$ cat src/rtl/imem_fetch_ctrl_if.sv
// imem_fetch_ctrl_if
//   Bundles the instruction-memory port, the fetch/decode handshake and the
//   redirect request of the fetch controller.
//   master : the fetch controller (drives address, instruction slot)
//   slave  : the surrounding memory/decode side
//   Signals:
//     o_Imem_Addr     byte address presented to instruction memory
//     i_Imem_Data     instruction word at o_Imem_Addr (combinational read)
//     o_Valid         o_Instr/o_Pc hold an instruction for decode
//     i_Ready         decode accepts o_Instr this cycle
//     o_Instr         registered instruction word
//     o_Pc            byte address o_Instr was fetched from
//     i_Redirect      branch/jump taken: flush and refetch
//     i_Redirect_Addr redirect target byte address
interface imem_fetch_ctrl_if;
    logic [31:0] o_Imem_Addr;
    logic [31:0] i_Imem_Data;
    logic        o_Valid;
    logic        i_Ready;
    logic [31:0] o_Instr;
    logic [31:0] o_Pc;
    logic        i_Redirect;
    logic [31:0] i_Redirect_Addr;

    modport master (
        output o_Imem_Addr,
        input  i_Imem_Data,
        output o_Valid,
        input  i_Ready,
        output o_Instr,
        output o_Pc,
        input  i_Redirect,
        input  i_Redirect_Addr
    );

    modport slave (
        input  o_Imem_Addr,
        output i_Imem_Data,
        input  o_Valid,
        output i_Ready,
        input  o_Instr,
        input  o_Pc,
        output i_Redirect,
        output i_Redirect_Addr
    );
endinterface

$ cat src/rtl/imem_fetch_ctrl.sv
// imem_fetch_ctrl
//   Instruction fetch controller: walks a PC through instruction memory,
//   holds one fetched word in an output slot with a valid/ready handshake,
//   and handles redirects, halt words and address faults.
//   Ports:
//     i_Clk          clock, rising edge
//     i_Rst          asynchronous active-high reset
//     i_Start        begin/restart fetching from RESET_PC
//     bus            imem_fetch_ctrl_if.master (memory, decode handshake, redirect)
//     o_Halted       halt word (opcode 6'b111111) fetched
//     o_Fault        misaligned or out-of-range fetch/redirect address
//     o_Fetch_Count  completed valid&&ready handshakes, saturating
//
//   state | meaning
//   ------+---------------------------------------------------------------
//   IDLE  | after reset; nothing fetched until i_Start
//   FETCH | loading one word per free slot, PC advancing by 4
//   HALT  | halt word fetched; slot drains, no further loads
//   FAULT | bad fetch or redirect address; slot cleared until i_Start
module imem_fetch_ctrl #(
    parameter int          SIZE_IM  = 128,
    parameter logic [31:0] RESET_PC = 32'h0000_0000
) (
    input  logic                   i_Clk,
    input  logic                   i_Rst,
    input  logic                   i_Start,
    imem_fetch_ctrl_if.master      bus,
    output logic                   o_Halted,
    output logic                   o_Fault,
    output logic [15:0]            o_Fetch_Count
);

    typedef enum logic [1:0] {
        ST_IDLE  = 2'd0,
        ST_FETCH = 2'd1,
        ST_HALT  = 2'd2,
        ST_FAULT = 2'd3
    } state_t;

    localparam logic [31:0] SIZE_W    = 32'(SIZE_IM);
    localparam logic [31:0] INSTR_RST = 32'hFC00_0000;

    state_t      state_q, state_d;
    logic [31:0] pc_q, pc_d;
    logic        valid_q, valid_d;
    logic [31:0] instr_q, instr_d;
    logic [31:0] opc_q, opc_d;
    logic        halted_q, halted_d;
    logic        fault_q, fault_d;
    logic [15:0] cnt_q;

    logic handshake;
    logic slot_free;
    logic pc_oor;
    logic redir_bad;
    logic is_halt_word;

    assign handshake    = valid_q && bus.i_Ready;
    assign slot_free    = !valid_q || bus.i_Ready;
    assign pc_oor       = {2'b00, pc_q[31:2]} >= SIZE_W;
    assign redir_bad    = (bus.i_Redirect_Addr[1:0] != 2'b00) ||
                          ({2'b00, bus.i_Redirect_Addr[31:2]} >= SIZE_W);
    assign is_halt_word = bus.i_Imem_Data[31:26] == 6'b111111;

    always_ff @(posedge i_Clk or posedge i_Rst) begin
        if (i_Rst) begin
            state_q  <= ST_IDLE;
            pc_q     <= RESET_PC;
            valid_q  <= 1'b0;
            instr_q  <= INSTR_RST;
            opc_q    <= 32'h0;
            halted_q <= 1'b0;
            fault_q  <= 1'b0;
            cnt_q    <= 16'h0;
        end else begin
            state_q  <= state_d;
            pc_q     <= pc_d;
            valid_q  <= valid_d;
            instr_q  <= instr_d;
            opc_q    <= opc_d;
            halted_q <= halted_d;
            fault_q  <= fault_d;
            // Counted in every state, including the edge a redirect flushes the slot
            if (handshake && (cnt_q != 16'hFFFF))
                cnt_q <= cnt_q + 16'd1;
        end
    end

    always_comb begin
        state_d  = state_q;
        pc_d     = pc_q;
        valid_d  = valid_q;
        instr_d  = instr_q;
        opc_d    = opc_q;
        halted_d = halted_q;
        fault_d  = fault_q;

        case (state_q)
            ST_IDLE: begin
                if (i_Start) begin
                    state_d = ST_FETCH;
                    pc_d    = RESET_PC;
                end
            end

            ST_FETCH: begin
                if (bus.i_Redirect) begin
                    // Flush even when decode is stalling; the old word is stale
                    valid_d = 1'b0;
                    if (redir_bad) begin
                        state_d = ST_FAULT;
                        fault_d = 1'b1;
                    end else begin
                        pc_d = bus.i_Redirect_Addr;
                    end
                end else if (slot_free) begin
                    if (pc_oor) begin
                        state_d = ST_FAULT;
                        fault_d = 1'b1;
                        valid_d = 1'b0;
                    end else begin
                        instr_d = bus.i_Imem_Data;
                        opc_d   = pc_q;
                        valid_d = 1'b1;
                        if (is_halt_word) begin
                            // Halt word is still delivered; PC stays on it
                            state_d  = ST_HALT;
                            halted_d = 1'b1;
                        end else begin
                            pc_d = pc_q + 32'd4;
                        end
                    end
                end
            end

            ST_HALT: begin
                if (i_Start) begin
                    state_d  = ST_FETCH;
                    pc_d     = RESET_PC;
                    valid_d  = 1'b0;
                    halted_d = 1'b0;
                    fault_d  = 1'b0;
                end else if (handshake) begin
                    valid_d = 1'b0;
                end
            end

            ST_FAULT: begin
                valid_d = 1'b0;
                if (i_Start) begin
                    state_d  = ST_FETCH;
                    pc_d     = RESET_PC;
                    halted_d = 1'b0;
                    fault_d  = 1'b0;
                end
            end

            default: begin
                state_d = ST_IDLE;
            end
        endcase
    end

    assign bus.o_Imem_Addr = pc_q;
    assign bus.o_Valid     = valid_q;
    assign bus.o_Instr     = instr_q;
    assign bus.o_Pc        = opc_q;
    assign o_Halted        = halted_q;
    assign o_Fault         = fault_q;
    assign o_Fetch_Count   = cnt_q;

endmodule

$ cat src/flat_wrapper.sv
// flat-port wrapper written by rule: the top's interface ports become plain ports
module imem_fetch_ctrl_flat 
#(
    parameter int          SIZE_IM  = 128,
    parameter logic [31:0] RESET_PC = 32'h0000_0000
)
  (i_Clk, i_Rst, i_Start, o_Halted, o_Fault, o_Fetch_Count, bus_o_Imem_Addr, bus_i_Imem_Data, bus_o_Valid, bus_i_Ready, bus_o_Instr, bus_o_Pc, bus_i_Redirect, bus_i_Redirect_Addr);
  imem_fetch_ctrl_if bus_i ();
  input  logic i_Clk;
  input  logic i_Rst;
  input  logic i_Start;
  output logic o_Halted;
  output logic o_Fault;
  output logic [15:0] o_Fetch_Count;
  output wire logic [$bits(bus_i.o_Imem_Addr)-1:0] bus_o_Imem_Addr;
  input wire logic [$bits(bus_i.i_Imem_Data)-1:0] bus_i_Imem_Data;
  output wire logic [$bits(bus_i.o_Valid)-1:0] bus_o_Valid;
  input wire logic [$bits(bus_i.i_Ready)-1:0] bus_i_Ready;
  output wire logic [$bits(bus_i.o_Instr)-1:0] bus_o_Instr;
  output wire logic [$bits(bus_i.o_Pc)-1:0] bus_o_Pc;
  input wire logic [$bits(bus_i.i_Redirect)-1:0] bus_i_Redirect;
  input wire logic [$bits(bus_i.i_Redirect_Addr)-1:0] bus_i_Redirect_Addr;
  assign bus_o_Imem_Addr = bus_i.o_Imem_Addr;
  assign bus_i.i_Imem_Data = bus_i_Imem_Data;
  assign bus_o_Valid = bus_i.o_Valid;
  assign bus_i.i_Ready = bus_i_Ready;
  assign bus_o_Instr = bus_i.o_Instr;
  assign bus_o_Pc = bus_i.o_Pc;
  assign bus_i.i_Redirect = bus_i_Redirect;
  assign bus_i.i_Redirect_Addr = bus_i_Redirect_Addr;
  imem_fetch_ctrl #(.SIZE_IM(SIZE_IM), .RESET_PC(RESET_PC)) u_core (.i_Clk(i_Clk), .i_Rst(i_Rst), .i_Start(i_Start), .bus(bus_i), .o_Halted(o_Halted), .o_Fault(o_Fault), .o_Fetch_Count(o_Fetch_Count));
endmodule
$ cat config.mk
export PLATFORM = sky130hd
export DESIGN_NAME = imem_fetch_ctrl_flat
export DESIGN_NICKNAME = d
export VERILOG_FILES = /design/src/rtl/imem_fetch_ctrl_if.sv /design/src/rtl/imem_fetch_ctrl.sv /design/src/flat_wrapper.sv
export SDC_FILE = /design/constraint.sdc
export NUM_CORES = 1
export LEC_CHECK = 0
export BUFFER_PORTS_ARGS = -buffer_cell sky130_fd_sc_hd__buf_4
export CAP_MARGIN = 10
export CORE_ASPECT_RATIO = 1.75
export CORE_UTILIZATION = 30
export CTS_CLUSTER_DIAMETER = 30
export DETAILED_ROUTE_END_ITERATION = 10
export SETUP_SLACK_MARGIN = 0.4
export SLEW_MARGIN = 20
export SYNTH_ARGS = -nofsm -noshare
export SYNTH_HDL_FRONTEND = slang
export SYNTH_SLANG_ARGS = --single-unit
$ cat constraint.sdc
create_clock -name i_Clk -period 9.4 [get_ports i_Clk]
set_clock_uncertainty 0.05 [all_clocks]
set_input_delay 1.41 -clock i_Clk [delete_from_list [all_inputs] [get_ports i_Clk]]
set_output_delay 1.41 -clock i_Clk [all_outputs]
set_load 0.02 [all_outputs]
# --- Word-level counts from Yosys, hierarchy flattened ---
# Cells that the tools add are included.
totals:
  wordCells: 81
  inputBits: 69
  out_inout_bits: 115
  ff_bits: 117
classes:
  bitwise: 2
  n_eq_ne: 19
  n_mux: 31
  order_cmp: 2
  add_sub_neg: 2
  reduce_logical: 17
op_table:
  columns: ["operator", "count"]
  rows:
  - ["$mux 32", 6]
  - ["$pmux 32 s2", 1]
  - ["$ge 30x8->1 const B", 2]
  - ["$add 32x3->32 const B", 1]
  - ["$add 16x1->16 const B", 1]
  - ["$ne 16x16->1 const B", 1]
  - ["$mux 1", 14]
  - ["$mux 2", 6]
  - ["$ne 3x2->1 const B", 4]
  - ["$reduce_and 5->1", 2]
  - ["$ne 3x3->1 const B", 3]
  - ["$ne 2x1->1 const B", 4]
  - ["$reduce_and 4->1", 2]
  - ["$eq 6x6->1 const B", 1]
  - ["$reduce_and 6->1", 1]
  - ["$eq 2x2->1 const B", 2]
  - ["$ne 2x2->1 const B", 2]
  - ["$ne 4x2->1 const B", 1]
  - ["$pmux 1 s2", 2]
  - ["$pmux 2 s2", 1]
  - ["$reduce_bool 2->1", 2]
  - ["$pmux 1 s3", 1]
  - ["$reduce_and 3->1", 1]
  - ["$reduce_bool 3->1", 1]
  - ["8 further kinds", 11]

# --- Depth between registers and ports, before layout ---
logic_depth:
  word_depth: 6
  mapped_depth: 7
  mapped_depth_nobuf: 6

# --- Worst setup path after synthesis ---
# OpenSTA, ideal clock, no wires.
synth_path:
  path_kind: "in2reg"
  from: "input port bus_i_Redirect_Addr[29]"
  to: "register u_core.pc_q[10], in the netlist u_core.bus.o_Imem_Addr[10]"
  setup_time_ps: 119
  stages: 6
  t_required_ps: 9231
  n_path_buf: 1
  setup_slack_ps: 6396
  arrival_time_ps: 2835
  cell_sequence: "nor4_1 -> nand4_1 -> o41ai_4 -> nor2_2 -> buf_6 -> and2_1"
synth_via:
  elab_chain_cells: 4
synth_rtl:
  columns: ["element", "line_no", "source"]
  rows:
  - ["start: declaration", "flat_wrapper.sv:22", "input wire logic [$bits(bus_i.i_Redirect_Addr)-1:0] bus_i_Redirect_Addr;"]
  - ["$ge 30x8->1", "imem_fetch_ctrl.sv:62", "({2'b00, bus.i_Redirect_Addr[31:2]} >= SIZE_W);"]
  - ["$logic_or 1x1->1", "imem_fetch_ctrl.sv:61", "assign redir_bad = (bus.i_Redirect_Addr[1:0] != 2'b00) ||"]
  - ["$ne 3x3->1 (no source line)", null, null]
  - ["$reduce_and 5->1 (no source line)", null, null]
  - ["end signal: assignment", "imem_fetch_ctrl.sv:77", "pc_q <= pc_d;"]
  - ["end: declaration", "imem_fetch_ctrl.sv:44", "logic [31:0] pc_q, pc_d;"]
# No other way between the ends.
# A chain may end at the register's enable or synchronous reset.

# --- Worst setup path in the final report ---
layout_path:
  from: "input port bus_i_Redirect_Addr[17]"
  to: "register u_core.pc_q[3], in the netlist u_core.bus.o_Imem_Addr[3]"
# The elaborated chain is that of the path after synthesis.

==> impl_metrics.py <==
metrics = {
    "run_status": {
        "status": "finished, violations left",
        "violations": "DRC",
    },
    "setup_path": {
        "critical-path-max-stage-delay_ns": 0.69,
        "cp_max_fo": 21,
        "reg2reg_slack_ns": 6.26,
        "reg2reg_to": "u_core.bus.o_Pc[1]",
        "cp.required_ns": 9.64,
        "cp_cell_sequence": "buf_4 -> nor4_1 -> nand3_1 -> o41ai_4 -> nor2_2 -> a32o_1",
        "r2r-start": "u_core.bus.o_Imem_Addr[25]",
        "reg2reg_depth": 6,
        "start_kind": "input port",
        "path_class": "input port to flip-flop",
        "cp.arrival_ns": 3.63,
        "cp_slowest_cell": "o41ai_4",
        "endpoint_kind": "flip-flop",
    },
    "yosys": {
        "yosysMostFrequentCell": "dfrtp_1",
        "synth_top_cells_by_area": "dfrtp_1, mux2_1, dfstp_2",
        "synth-seq-cells": 117,
        "synth_top_family_by_area": "simple AND/OR/NAND/NOR gates",
        "synth_xor_area_share_pct": 2.69,
        "synth_edf_count": 0,
        "synth_compound_area_share_pct": 7.09,
        "netlist_area_um2": 4890,
        "synth_top_area_cell": "dfrtp_1",
        "yosys.area_share.adder_pct": 0.767,
        "ys_top_cells_by_count": "dfrtp_1, mux2_1, nand2_1",
        "synth_ff_type": "dfrtp_1",
        "synth_mux_area_share_pct": 9.90,
        "synth.net_count": 459,
        "avgSynthCellArea_um2": 12.6,
        "synth_top_area_share_pct": 56.8,
        "synthArstFlopShare_pct": 100,
        "netlist_instances": 387,
        "ys_types": 53,
        "synth_warnings": 0,
        "synthSimpleGateAreaFrac_pct": 16.5,
        "seq_area_frac_synth_pct": 60.0,
    },
    "detailed_routing": {
        "totalWireLength_um": 12900,
        "drt_pass1_iterations": 7,
        "wl_per_cell_um": 16.5,
        "viasPerCell": 4.89,
        "postRouteAntennaNets": 0,
        "drc_errors": 15,
        "vias": 3801,
        "drtIter0Drc": 198,
    },
    "job": {
        "maxCapViolCount": 0,
    },
    "timing": {
        "period_share_pct": 36.1,
        "drv_slew": 0,
        "period_minus_slack_ns": 3.39,
        "finalSetupViolCount": 0,
        "tns_ns": 0,
        "finalHoldViolations": 0,
        "relSlewSlack_pct": 45.2,
        "rsz0062_at_grt": "no",
        "worstMarginPinSlew_ns": 0.815,
        "max_clock_freq_ghz": 0.295,
    },
    "clocking": {
        "cts_tree": "built",
        "cts.clk_slew.worst_paths_ns": 0.05,
        "worstSkewPairLatency_ns": 0.40,
        "cts_max_path_buffers": 2,
        "h-tree-depth": 4,
        "root_buffer": "clkbuf_16",
        "ctsHoldBuffers": 0,
        "cts_buffers": 17,
        "cts_resized": 0,
        "post_cts_buffers": 0,
        "cts.sinks": 117,
    },
    "grt": {
        "grt_pass1_vias": 3906,
        "track_usage_pct": 15.4,
        "grt_first_pass_wirelength_um": 20100,
        "overflow": 0,
        "antenna_found_initial": 0,
        "grt_max_degree": 65,
    },
    "final_layout": {
        "nets": 650,
        "nFillCells": 1478,
        "drive_gt1_share_pct": 41.8,
        "area_delta_synth_final_pct": 43.8,
        "multiInputGateArea_um2": 1810,
        "num_antenna_cells": 0,
        "post-route-util_pct": 44.1,
        "ff_latch_area_um2": 2940,
    },
    "placed_design": {
        "place_congestion": 0.768,
        "io_buffers": 183,
        "hpwl_um": 9490,
    },
    "pwr": {
        "power_density_nw_per_um2": 285,
        "p_leak_nw": 3.46,
        "peakVddDrop_mv": 0.112,
    },
    "floorplanning": {
        "die_w_um": 98.5,
        "start_util_pct": 30.7,
        "coreArea_um2": 16000,
        "io_pins": 184,
        "fp.dieArea_um2": 16800,
        "fp-row-count": 61,
        "die_y_um": 171,
    },
    "min_path": {
        "hold_path_depth": 1,
        "min_from": "u_core.bus.o_Instr[4]",
        "hold_path.class": "flip-flop to flip-flop",
        "min_to": "u_core.bus.o_Instr[4]",
    },
}
flip-flops by register name, indices dropped and copies added, names as in the netlist:
name	flops
u_core.o_Fault	1
u_core.bus.o_Imem_Addr	32
u_core.o_Halted	1
u_core.bus.o_Instr	32
u_core.bus.o_Valid	1
u_core.o_Fetch_Count	16
u_core.bus.o_Pc	32
u_core.state_q	2
report_power, final:
part / internal, mW / switching, mW
logic: 0.287 / 0.360
registers: 0.626 / 0.0883
clock network: 0.422 / 0.218
total: 1.34 / 0.667
how the worst max path moves through the flow:
stage	startpoint	end	slack [ns]	depth (start not counted)
floorplan	i_Rst	u_core.bus.o_Imem_Addr[0]	4.85	1
global placement	bus_i_Ready	u_core.bus.o_Instr[20]	5.48	6
detailed placement	bus_i_Ready	u_core.bus.o_Pc[1]	5.39	6
CTS	bus_i_Ready	u_core.bus.o_Pc[1]	5.82	6
global route	bus_i_Redirect_Addr[17]	u_core.bus.o_Imem_Addr[3]	5.89	6
finish	bus_i_Redirect_Addr[17]	u_core.bus.o_Imem_Addr[3]	6.01	6
cell type report:
| class | instances | share of cell area (%) |
|---|---|---|
| inverters | 12 | 0.676 |
| clock inverters | 7 | 1.37 |
| repair buffers | 187 | 20.0 |
| clock buffers | 23 | 7.08 |
| flip-flops and latches | 117 | 41.7 |
| multi-input cells | 243 | 25.8 |
| well taps | 189 | 3.36 |
cells in the final DEF (no fill, tap or decap), types with 6 or more instances in the layout:
| cell type | Yosys | layout |
|---|---|---|
| mux2_2 | 12 | 12 |
| nand3_1 | 15 | 15 |
| and2_1 | 20 | 20 |
| nor2_1 | 13 | 13 |
| mux2_1 | 31 | 31 |
| nand2_1 | 27 | 27 |
| inv_1 | 12 | 11 |
| dfrtp_1 | 111 | 111 |
| nor4_1 | 10 | 10 |
| buf_4 | 1 | 186 |
| xnor2_1 | 13 | 13 |
| dfstp_2 | 6 | 6 |
| and3_1 | 6 | 6 |
| nand4_1 | 6 | 6 |
| o31ai_1 | 6 | 6 |
| nor2b_1 | 24 | 24 |
| clkbuf_16 | 0 | 17 |
worst max-delay path: cells and delay by family:
family	cells	cell delay [ns]
buf+inv	1	0.11
compound gates	2	0.96
simple gates	3	1.15
layer usage:
metal	vias up	global-route usage [%]	routed length (um)
met1	1891	17.4	4870
met4	0	6.55	272
met3	22	3.02	620
li1	1747	-	-
met2	141	27.9	7100
met5	-	0	0
through the flow:
step	hold WS [ns]	total power, mW	cell area [um2]	std cells	setup WS [ns]
detailed placement	0.427	1.38	6430	747	5.39
CTS	0.439	2.03	7020	777	5.82
global placement	0.422	1.36	6430	747	5.48
finish	0.434	2.00	7040	778	6.01
floorplan	0.470	1.10	4890	387	4.85
global route	0.453	2.11	7040	778	5.89
kinds of logic (layout without fill, tap and decap cells):
family                     Yosys count  in the layout
buffers and inverters               27            229
AOI/OAI and AO/OA                   42             42
muxes                               43             43
xor gates and xnor gates            15             15
DFF                                117            117
and+or+nand+nor                    140            140
adders and majority gates            3              3
Power figures use the tool's default switching activity.
